--- src/rtl/alu_sub_serial.sv ---
`default_nettype none
// ============================================================================
// Module  : alu_sub_serial
// Brief   : Bit-serial LSB-first subtractor (A - B) using one borrow flop.
// Revision: 1.0
// ============================================================================
module alu_sub_serial #(
  parameter int         W      = 3,
  parameter logic [1:0] OP_SUB = 2'b11
) (
  input  logic         clk,
  input  logic         rst,
  input  logic         en,
  input  logic [1:0]   op,
  input  logic         start,
  input  logic [W-1:0] A,
  input  logic [W-1:0] B,
  output logic         busy,
  output logic         done,
  output logic [W-1:0] Doutsub,
  output logic         Bw
);

  localparam int            CW      = $clog2(W);
  localparam logic [0:0]    S_IDLE  = 1'b0;
  localparam logic [0:0]    S_SHIFT = 1'b1;
  localparam logic [CW-1:0] LAST    = CW'(W - 1);

  logic [0:0]    state_q,  state_d;
  logic [W-1:0]  sa_q,     sa_d;
  logic [W-1:0]  sb_q,     sb_d;
  logic [W-1:0]  res_q,    res_d;
  logic          borrow_q, borrow_d;
  logic [CW-1:0] count_q,  count_d;
  logic          done_q,   done_d;
  logic [W-1:0]  dout_q,   dout_d;
  logic          bw_q,     bw_d;

  logic          diff_bit;
  logic          borrow_nx;
  logic [W-1:0]  res_nx;

  // Full-subtractor cell on the current LSBs.
  assign diff_bit  = sa_q[0] ^ sb_q[0] ^ borrow_q;
  assign borrow_nx = (~sa_q[0] & sb_q[0]) | (~(sa_q[0] ^ sb_q[0]) & borrow_q);
  assign res_nx    = {diff_bit, res_q[W-1:1]};

  always_comb begin
    state_d  = state_q;
    sa_d     = sa_q;
    sb_d     = sb_q;
    res_d    = res_q;
    borrow_d = borrow_q;
    count_d  = count_q;
    done_d   = 1'b0;
    dout_d   = dout_q;
    bw_d     = bw_q;
    if (en) begin
      case (state_q)
        S_IDLE: begin
          if (start && (op == OP_SUB)) begin
            sa_d     = A;
            sb_d     = B;
            res_d    = '0;
            borrow_d = 1'b0;
            count_d  = '0;
            state_d  = S_SHIFT;
          end
        end
        S_SHIFT: begin
          borrow_d = borrow_nx;
          res_d    = res_nx;
          sa_d     = sa_q >> 1;
          sb_d     = sb_q >> 1;
          count_d  = count_q + CW'(1);
          if (count_q == LAST) begin
            dout_d  = res_nx;
            bw_d    = borrow_nx;
            done_d  = 1'b1;
            state_d = S_IDLE;
          end
        end
        default: state_d = S_IDLE;
      endcase
    end
  end

  always_ff @(posedge clk) begin
    if (rst) begin
      state_q  <= S_IDLE;
      sa_q     <= '0;
      sb_q     <= '0;
      res_q    <= '0;
      borrow_q <= 1'b0;
      count_q  <= '0;
      done_q   <= 1'b0;
      dout_q   <= '0;
      bw_q     <= 1'b0;
    end else begin
      state_q  <= state_d;
      sa_q     <= sa_d;
      sb_q     <= sb_d;
      res_q    <= res_d;
      borrow_q <= borrow_d;
      count_q  <= count_d;
      done_q   <= done_d;
      dout_q   <= dout_d;
      bw_q     <= bw_d;
    end
  end

  assign busy    = (state_q == S_SHIFT);
  assign done    = done_q;
  assign Doutsub = dout_q;
  assign Bw      = bw_q;

endmodule
`default_nettype wire
--- config.mk ---
export PLATFORM = sky130hd
export DESIGN_NAME = alu_sub_serial
export DESIGN_NICKNAME = d
export VERILOG_FILES = /design/src/rtl/alu_sub_serial.sv
export SDC_FILE = /design/constraint.sdc
export NUM_CORES = 1
export LEC_CHECK = 0
export CAP_MARGIN = 20
export CORE_MARGIN = 1.5
export CORE_UTILIZATION = 37
export DETAILED_ROUTE_END_ITERATION = 10
export PLACE_DENSITY = 0.7
export SLEW_MARGIN = 10
export SYNTH_ARGS = -nofsm -noshare
export SYNTH_HDL_FRONTEND = slang
export SYNTH_SLANG_ARGS = --single-unit
--- constraint.sdc ---
create_clock -name clk -period 3.4 [get_ports clk]
set_input_delay 0.51 -clock clk [delete_from_list [all_inputs] [get_ports clk]]
set_output_delay 0.51 -clock clk [all_outputs]
set_load 0.02 [all_outputs]
==> impl_results.md, run 1 <==
- Status: finished, final reports clean
- Vias per cell: 5.01
- GR Overflow Total: 0
- TNS Setup: 0 ns
- Fmax: 481 MHz
- Unique masters post-synth: 24
- Final min period: 2.08 ns
- Share of layout cells above drive strength 1: 0.0526
- Cts hold-fix bufs: 0
- Leakage power: 0.299 nW
- H-Tree Depth: 1
- Vias post-DR: 601
- Antenna violations before repair: 0
- Slowest stage cell on the critical path: clkdlybuf4s50_1
- CTS Sinks: 17
- First-pass GRT wire length: 2370 um
- Peak fanout along the critical path: 12
- Cell family with most CP delay: buffers and inverters
- HP Class: reg2reg
- Synthesis Warnings: 0
- FP Rows: 15
- Root Buffer: clkbuf_4
- R2R Path Start: busy$_SDFFE_PP0P_
- I/O Buffers: 17
- Area grow syn2layout: 25.5%
- Crit-path max cell delay: 0.69 ns
- Peak VDD IR: 0.000301 V
- # diodes: 0
- Filler cells: 183
- Tightest Pin Transition: 0.623 ns
- Worst reg2reg path depth: 3
- Worst Skew: 0.00150 ns
- Final WS setup: 1.32 ns
- Largest family of logic cells by synthesized area: simple AND/OR/NAND/NOR gates
- CP Launch Point: busy$_SDFFE_PP0P_
- CTS tree: yes
- CTS Buf Count: 3
- Clk_lat worst skew: 0.29 ns
- Critical-path cell list: clkdlybuf4s50_1
- Initial core utilization: 0.408
- Flops & latches, synth: 17
- Crit path required time: 2.89 ns
- Hold Startpoint: count_q[0]$_SDFFE_PP0P_
- Mean Syn Cell Area: 9.09 um^2
- Number of max-cap violations: 0
- Final Max Slew Viols: 0
- Final worst path period share: 0.612
- Die area: 0.00224 mm^2
- Critical path type: reg2out
- Post-Synth Adder-Cell Area: 0.0448
- Die W: 47.3 um
- Clk slew on worst S/H paths: 0.09 ns
- Buf+Inv Stages, Crit Path: 1
- Final setup violating endpoints: 0
- Deepest clock path buffer count: 2
- Total routed wirelength: 1420 um
- Tot GR Track Use: 0.151
- Critical path depth in cells: 1
- Crit. End Element: output pin
- I/O Pins: 18
- Seq/Total Area, Yosys: 0.468
- Total Nets Final: 110
- Unrepaired setup endpoints after global routing: no
- Vias in the first global route: 571
- Hold path depth: 1
- 1st-iter DRT viols: 10
- Drt drc: 0
- Compound-Gate Fraction of Synth Area: 0.145
- Power Density: 381 mW/mm^2
- Pre-antenna DRT Iters: 4
- Post-Synth XOR/XNOR Area: 0
- Worst rel slew slack: 0.583
- Core Area: 0.00178 mm^2
- Final Hold Violating Endpoints: 0
- Antenna Violating Nets Remaining: 0
- Post-CTS setup buffer count: 0
- Mux contribution to synthesized area: 0.0551
- Largest net degree at the start of global routing: 18
- Post-Synthesis Cells: 80
- Synthesized area: 727 um^2
- GP Congestion: 0.733
- Die Y: 47.3 um
- Worst EP arrival: 1.57 ns
- Setup slack at placement: 1.57 ns
- Startpoint class of the critical path: flip-flop
- Post-synthesis simple-gate area fraction: 0.208
- CTS resizes: 0
- Hpwl dp: 983 um
- Per-cell routed wire length: 11.8 um
- Synth Net Count: 94
## state kept, by name (all words and copies together), names as in the netlist
register and count:
borrow_q 1, res_q 2, sb_q 3, done 1, Doutsub 3, busy 1
count_q 2, Bw 1, sa_q 3
## cell families (layout without fill, tap and decap cells)
group,after synthesis,after routing
AO/OA/AOI/OAI,16,16
flip-flops,17,17
AND/OR/NAND/NOR,31,31
multiplexers,4,4
adder cells (fa/ha/maj),2,2
buffers and inverters,10,25
## routing by layer
layer	track usage	vias to the layer above	wire, um
met3	0.0577	2	58
li1	-	311	-
met2	0.251	16	732
met1	0.178	272	623
met4	0.0500	0	6
met5	0	-	0
## where the power goes
| part | total, mW | switching [mW] | internal, mW | leakage [nW] |
|---|---|---|---|---|
| Sequential | 0.206 | 0.00346 | 0.203 | 0.137 |
| Clock | 0.107 | 0.0616 | 0.0456 | 0.0150 |
| Combinational | 0.0336 | 0.0146 | 0.0189 | 0.146 |
## cells in the mapped netlist
cell type  instances  area (um^2)
mux2i_1            4         40.0
nor2_1             3         11.3
buf_2              1         5.00
clkbuf_1           1         3.75
and4_1             1         8.76
and2_1             1         6.26
fa_1               1         20.0
nand2_1           11         41.3
a211oi_2           1         12.5
nand3_1            5         25.0
nand4_1            1         6.26
nand3b_1           2         15.0
inv_1              4         15.0
o21ai_0            1         5.00
buf_4              3         22.5
nand2_2            1         6.26
dfxtp_1           17          340
o32ai_1            2         17.5
ha_1               1         12.5
a21oi_1            8         40.0
and3_1             1         6.26
buf_6              1         11.3
nor3_1             5         25.0
a211oi_1           4         30.0
## path summary, 6_finish.rpt
path | end | slack, ns
worst min register to register | count_q[0]$_SDFFE_PP0P_ | 0.46
worst max register to register | sa_q[0]$_SDFFE_PP0P_ | 2.05
worst min-delay path | count_q[0]$_SDFFE_PP0P_ | 0.46
worst max-delay path | busy | 1.32
## final cells by class
cell class                      count  area (um^2)  share of cell area
Clock buffer                        4         26.3              0.0288
Tap cell                           25         31.3              0.0343
Timing Repair Buffer               17          170               0.187
Inverter                            4         15.0              0.0165
Multi-Input combinational cell     53          329               0.361
Sequential cell                    17          340               0.373
## per-stage QoR
stage | power (mW) | util | hold WS, ns | instances | instance area, um^2
floorplan | 0.228 | - | 0.422 | 80 | 727
global placement | 0.244 | 0.497 | 0.438 | 116 | 886
detailed placement | 0.244 | 0.497 | 0.443 | 116 | 886
CTS | 0.350 | 0.512 | 0.456 | 120 | 912
global route | 0.365 | 0.512 | 0.478 | 120 | 912
finish | 0.347 | 0.512 | 0.455 | 120 | 912
## cells in the final DEF, fill, tap and decap left out
master and count:
a211oi_1 4, a211oi_2 1, a21oi_1 8, and2_1 1, and3_1 1, and4_1 1, clkbuf_1 1, clkbuf_4 3
clkdlybuf4s50_1 17, dfxtp_1 17, fa_1 1, ha_1 1, inv_1 4, mux2i_1 4, nand2_1 11, nand2_2 1
nand3_1 5, nand3b_1 2, nand4_1 1, nor2_1 3, nor3_1 5, o21ai_0 1, o32ai_1 2
Note: power is estimated with default switching activity, not from simulation.
==> run 2: changes to the inputs <==
Settings changed: PLACE_DENSITY 0.7 to 0.72.
Clock period 3.4 ns to 1.9 ns, I/O delays scaled along.
==> run 2 against run 1 <==
- setup slack got worse by 0.94 ns
- critical path type unchanged
- total power increased by 79%
- sequential share of layout area decreased by 0.60 points
- sequential power increased by 78%
- clock-buffer cell count unchanged
- global-route usage decreased by 0.21 points
- highest routed layer is now met3
- critical endpoint unchanged
- non-clock buffer count increased by 2
- routed wire length decreased by 0.91%
- cell area increased by 1.6%
- clock skew increased by 0.0019 ns
==> impl_results.md, run 2 (synthesis gave the netlist of run 1 again) <==
- Critical path type: reg2out (unchanged)
- Cts hold-fix bufs: 0 (unchanged)
- H-Tree Depth: 1 (unchanged)
- Hpwl dp: 1100 um (was 983 um)
- Total routed wirelength: 1410 um (was 1420 um)
- HP Class: reg2reg (unchanged)
- Pre-antenna DRT Iters: 4 (unchanged)
- Drt drc: 0 (unchanged)
- Deepest clock path buffer count: 2 (unchanged)
- Final Hold Violating Endpoints: 0 (unchanged)
- Share of layout cells above drive strength 1: 0.0722 (was 0.0526)
- FP Rows: 15 (unchanged)
- Routed wl met2: 675 um (was 732 um)
- Die Y: 47.3 um (unchanged)
- Worst reg2reg path depth: 4 (was 3)
- Met3 WL: 85 um (was 58 um)
- First-pass GRT wire length: 2300 um (was 2370 um)
- Slowest stage cell on the critical path: clkdlybuf4s50_1 (unchanged)
- Hold path depth: 1 (unchanged)
- GP Congestion: 0.754 (was 0.733)
- Die W: 47.3 um (unchanged)
- Area of the multi-input gates: 329 um^2 (unchanged)
- CTS Sinks: 17 (unchanged)
- Fmax: 658 MHz
- CTS tree: yes (unchanged)
- Final WS setup: 0.381 ns (was 1.32 ns)
- Area grow syn2layout: 27.5% (was 25.5%)
- Antenna violations before repair: 0 (unchanged)
- Initial core utilization: 0.408 (unchanged)
- FF/Latch Area: 340 um^2 (unchanged)
- # diodes: 0 (unchanged)
- Total Nets Final: 112 (was 110)
- Worst EP arrival: 1.23 ns (was 1.57 ns)
- Largest net degree at the start of global routing: 12 (was 18)
- Tightest Pin Transition: 0.370 ns (was 0.623 ns)
- GR Overflow Total: 0 (unchanged)
- Placed cells: 118 (was 116)
- Crit path required time: 1.62 ns (was 2.89 ns)
- Critical-path cell list: clkdlybuf4s50_1 (unchanged)
- Number of max-cap violations: 0 (unchanged)
- Peak fanout along the critical path: 2 (was 12)
- Root Buffer: clkbuf_4 (unchanged)
- Tot GR Track Use: 0.149 (was 0.151)
- Crit-path max cell delay: 0.61 ns (was 0.69 ns)
- Filler cells: 173 (was 183)
- Per-cell routed wire length: 11.5 um (was 11.8 um)
- Unrepaired setup endpoints after global routing: no (unchanged)
- CTS Buf Count: 3 (unchanged)
- Vias post-DR: 610 (was 601)
- Critical path depth in cells: 1 (unchanged)
- Post-CTS setup buffer count: 0 (unchanged)
- Crit. End Element: output pin (unchanged)
- Status: finished, final reports clean (unchanged)
- Worst rel slew slack: 0.753 (was 0.583)
- Vias in the first global route: 538 (was 571)
- Final Non-Filler Cells: 122 (was 120)
- Final min period: 1.52 ns
- Worst Skew: 0.00336 ns (was 0.00150 ns)
- Leakage power: 0.309 nW (was 0.299 nW)
- Peak VDD IR: 0.000403 V (was 0.000301 V)
- R2r setup slk: 0.68 ns (was 2.05 ns)
- CTS resizes: 0 (unchanged)
- Antenna Violating Nets Remaining: 0 (unchanged)
- I/O Pins: 18 (unchanged)
- Clk slew on worst S/H paths: 0.09 ns (about the same)
- Core Area: 0.00178 mm^2 (unchanged)
- Commonest cells after routing, fill and taps aside: dfxtp_1, clkdlybuf4s50_1, nand2_1 (unchanged)
- 1st-iter DRT viols: 11 (was 10)
- Buf+Inv Stages, Crit Path: 1 (unchanged)
- Final Max Slew Viols: 0 (unchanged)
- TNS Setup: 0 ns (unchanged)
- Startpoint class of the critical path: flip-flop (unchanged)
- Cell family with most CP delay: buffers and inverters (unchanged)
- Clk_lat worst skew: 0.29 ns (about the same)
- Die area: 0.00224 mm^2 (unchanged)
- Top routing layer in use: met3 (was met4)
- Vias per cell: 5.00 (was 5.01)
- Met1 Routed Length: 647 um (was 623 um)
- Power Density: 669 mW/mm^2 (was 381 mW/mm^2)
- I/O Buffers: 17 (unchanged)
- Final setup violating endpoints: 0 (unchanged)
- Final Power: 0.620 mW (was 0.347 mW)
- Final worst path period share: 0.799
- Setup slack at placement: 0.285 ns (was 1.57 ns)
run 2: changes by cell type in the layout (fill, tap and decap cells not counted):
cell	delta
buf_4	+2
run 2: layout make-up:
type | count | area share
Clock buffer | 4 | 0.0283
Inverter | 4 | 0.0162
Multi-Input combinational cell | 53 | 0.355
Sequential cell | 17 | 0.367
Tap cell | 25 | 0.0337
Timing Repair Buffer | 19 | 0.200
run 2: through the flow:
step | instance area, um^2 | hold WS (ns) | utilization
after floorplan | 727 | 0.422 | -
after global placement | 901 | 0.433 | 0.505
after detailed placement | 901 | 0.441 | 0.505
after CTS | 927 | 0.454 | 0.520
after global routing | 927 | 0.477 | 0.520
final | 927 | 0.449 | 0.520
run 2: final timing paths:
kind,start,to
min reg2reg,count_q[0]$_SDFFE_PP0P_,count_q[0]$_SDFFE_PP0P_
max,busy$_SDFFE_PP0P_,busy
max reg2reg,busy$_SDFFE_PP0P_,sa_q[1]$_SDFFE_PP0P_
min,count_q[0]$_SDFFE_PP0P_,count_q[0]$_SDFFE_PP0P_
run 2: report_power, final:
part           switching, mW  internal (mW)  total, mW
registers            0.00392          0.363      0.367
clock network          0.106         0.0817      0.188
logic                 0.0289         0.0362     0.0650
total                  0.139          0.481      0.620
run 2: layer usage:
metal | global-route usage | vias up
met1 | 0.188 | 278
met4 | 0.0500 | 0
li1 | - | 316
met5 | 0 | -
met3 | 0.0692 | 0
met2 | 0.224 | 16
==> run 3: changes to the inputs <==
Settings changed: PLACE_DENSITY 0.72 to 0.7.
Clock period 1.9 ns to 1.45 ns, I/O delays scaled along.
==> run 3 against run 2 <==
- via count rose by 3.4%
- sequential share of layout area shrank 0.44 points
- largest power group unchanged
- die area stayed put
- routed wire length grew 3.3%
- critical endpoint is now sa_q[0]$_SDFFE_PP0P_
- combinational power up 32%
- critical path depth grew 3
- non-clock buffer count is 2 higher
- critical path type is now in2reg
- clock power grew 37%
- flip-flop and latch count unchanged
- hold slack better by 0.0063 ns
- core utilization rose by 0.63 points
- setup slack got worse by 0.19 ns
==> impl_results.md, run 3 (synthesis gave the netlist of run 1 again) <==
- Status: finished, final reports clean (unchanged)
- Final Power: 0.825 mW (was 0.620 mW)
- Largest net degree at the start of global routing: 14 (was 12)
- Power Density: 880 mW/mm^2 (was 669 mW/mm^2)
- Final Max Slew Viols: 0 (unchanged)
- I/O Pins: 18 (unchanged)
- Clk_lat worst skew: 0.29 ns (about the same)
- Area grow syn2layout: 29.1% (was 27.5%)
- Final setup violating endpoints: 0 (unchanged)
- Clk slew on worst S/H paths: 0.10 ns (was 0.09 ns)
- Peak VDD IR: 0.000437 V (was 0.000403 V)
- Crit-path max cell delay: 0.56 ns (was 0.61 ns)
- Clock share of power: 0.313 (was 0.303)
- Share of layout cells above drive strength 1: 0.0909 (was 0.0722)
- Per-cell routed wire length: 11.7 um (was 11.5 um)
- Startpoint class of the critical path: primary input (was flip-flop)
- Number of max-cap violations: 0 (unchanged)
- Total routed wirelength: 1450 um (was 1410 um)
- GP Congestion: 0.752 (was 0.754)
- Critical path type: in2reg (was reg2out)
- Vias in the first global route: 565 (was 538)
- Final worst path period share: 0.865
- Leakage power: 0.360 nW (was 0.309 nW)
- Pre-antenna DRT Iters: 4 (unchanged)
- Peak fanout along the critical path: 7 (was 2)
- Deepest clock path buffer count: 2 (unchanged)
- Die W: 47.3 um (unchanged)
- Commonest cells after routing, fill and taps aside: dfxtp_1, nand2_1, clkdlybuf4s50_1 (was dfxtp_1, clkdlybuf4s50_1, nand2_1)
- Worst reg2reg path depth: 4 (unchanged)
- Filler cells: 178 (was 173)
- GR Overflow Total: 0 (unchanged)
- Root Buffer: clkbuf_4 (unchanged)
- Crit path required time: 1.66 ns (was 1.62 ns)
- Hold path depth: 2 (was 1)
- Tightest Pin Transition: 0.253 ns (was 0.370 ns)
- Commonest non-fill, non-tap cell in the layout: dfxtp_1
- Flop pwr share: 0.583 (was 0.592)
- Buf+Inv Stages, Crit Path: 1 (unchanged)
- Reg2reg end: sa_q[0]$_SDFFE_PP0P_ (was sa_q[1]$_SDFFE_PP0P_)
- Antenna Violating Nets Remaining: 0 (unchanged)
- DP Area: 916 um^2 (was 901 um^2)
- 1st-iter DRT viols: 13 (was 11)
- Min-Delay Endpoint: Doutsub[0]$_SDFFE_PP0P_ (was count_q[0]$_SDFFE_PP0P_)
- H-Tree Depth: 1 (unchanged)
- Fin area: 938 um^2 (was 927 um^2)
- FP Rows: 15 (unchanged)
- Vias post-DR: 631 (was 610)
- CTS Sinks: 17 (unchanged)
- Worst EP arrival: 1.46 ns (was 1.23 ns)
- Final min period: 1.25 ns
- Final Hold Violating Endpoints: 0 (unchanged)
- Crit. End Element: flip-flop (was output pin)
- Worst rel slew slack: 0.831 (was 0.753)
- Drt drc: 0 (unchanged)
- CTS tree: yes (unchanged)
- Final Util: 0.526 (was 0.520)
- Internal power: 0.631 mW (was 0.481 mW)
- Vias per cell: 5.09 (was 5.00)
- Tot GR Track Use: 0.156 (was 0.149)
- TNS Setup: 0 ns (unchanged)
- Die Y: 47.3 um (unchanged)
- Cell family with most CP delay: buffers and inverters (unchanged)
- CTS Buf Count: 3 (unchanged)
- First-pass GRT wire length: 2410 um (was 2300 um)
- Critical-path cell list: clkdlybuf4s50_1, and4_1, nor3_1, a211oi_1 (was clkdlybuf4s50_1)
- R2R Path Start: busy$_SDFFE_PP0P_ (unchanged)
- I/O Buffers: 17 (unchanged)
- Worst Skew: 0.00225 ns (was 0.00336 ns)
- Total Nets Final: 114 (was 112)
- Hold Startpoint: Doutsub[0]$_SDFFE_PP0P_ (was count_q[0]$_SDFFE_PP0P_)
- Combinational Power Share: 0.104 (was 0.105)
- Hpwl dp: 1080 um (was 1100 um)
- Fmax: 798 MHz
- Switch share: 0.236 (was 0.224)
- Antenna violations before repair: 0 (unchanged)
- R2r setup slk: 0.20 ns (was 0.68 ns)
- Core Area: 0.00178 mm^2 (unchanged)
- Slowest stage cell on the critical path: clkdlybuf4s50_1 (unchanged)
- # diodes: 0 (unchanged)
- Unrepaired setup endpoints after global routing: no (unchanged)
- HP Class: reg2reg (unchanged)
- Switch Pwr: 0.195 mW (was 0.139 mW)
- Die area: 0.00224 mm^2 (unchanged)
- Initial core utilization: 0.408 (unchanged)
run 3: routing by layer:
layer  wire (um)  track usage  part of all wire  vias up
li1            -            -                 -      320
met1         675        0.192              0.46      292
met3          60       0.0346             0.041        4
met2         695        0.251              0.48       15
met4          23       0.0833             0.016        0
met5           0            0                 0        -
run 3: power by group through the flow:
stage          Sequential (mW)  Clock [mW]  Combinational [mW]
2_1_floorplan            0.492           0              0.0432
3_5_place_dp             0.492           0              0.0864
4_1_cts                  0.481       0.268              0.0870
3_3_place_gp             0.492           0              0.0845
5_1_grt                  0.483       0.290              0.0943
6_report                 0.481       0.258              0.0861
run 3: worst max-delay path by stage:
| stage | endpoint | from | cells past startpoint |
|---|---|---|---|
| finish | sa_q[0]$_SDFFE_PP0P_ | en | 4 |
| global route | sb_q[0]$_SDFFE_PP0P_ | busy$_SDFFE_PP0P_ | 4 |
| CTS | done | done$_SDFF_PP0_ | 1 |
| detailed placement | sb_q[1]$_SDFFE_PP0P_ | en | 4 |
| global placement | sb_q[1]$_SDFFE_PP0P_ | en | 4 |
| floorplan | Bw$_SDFFE_PP0P_ | busy$_SDFFE_PP0P_ | 5 |
run 3: area by class of cell:
cell class                      instances  area [um^2]  share of cell area
Timing Repair Buffer                   21          196               0.209
Tap cell                               25         31.3              0.0333
Sequential cell                        17          340               0.363
Inverter                                4         15.0              0.0160
Clock buffer                            4         26.3              0.0280
Multi-Input combinational cell         53          329               0.351
run 3: stage by stage:
step	cells	hold WS, ns	setup WS [ns]
global placement	120	0.435	-0.0427
CTS	124	0.456	0.0233
detailed placement	120	0.442	-0.0848
finish	124	0.455	0.196
floorplan	80	0.377	0.277
global route	124	0.464	0.0883
run 3: what timing repair did:
item | in CTS | in global routing
hold buffers | 0 | 0
buffers inserted | 0 | 0
endpoints found under the hold margin | 0 | 0
gates resized for setup | 5 | 1
setup endpoints to repair | 5 | 1
run 3: worst min-delay path: stages (launching register included):
cell	delay [ns]
dfxtp_1	0.32
nand2_1	0.05
a21oi_1	0.05
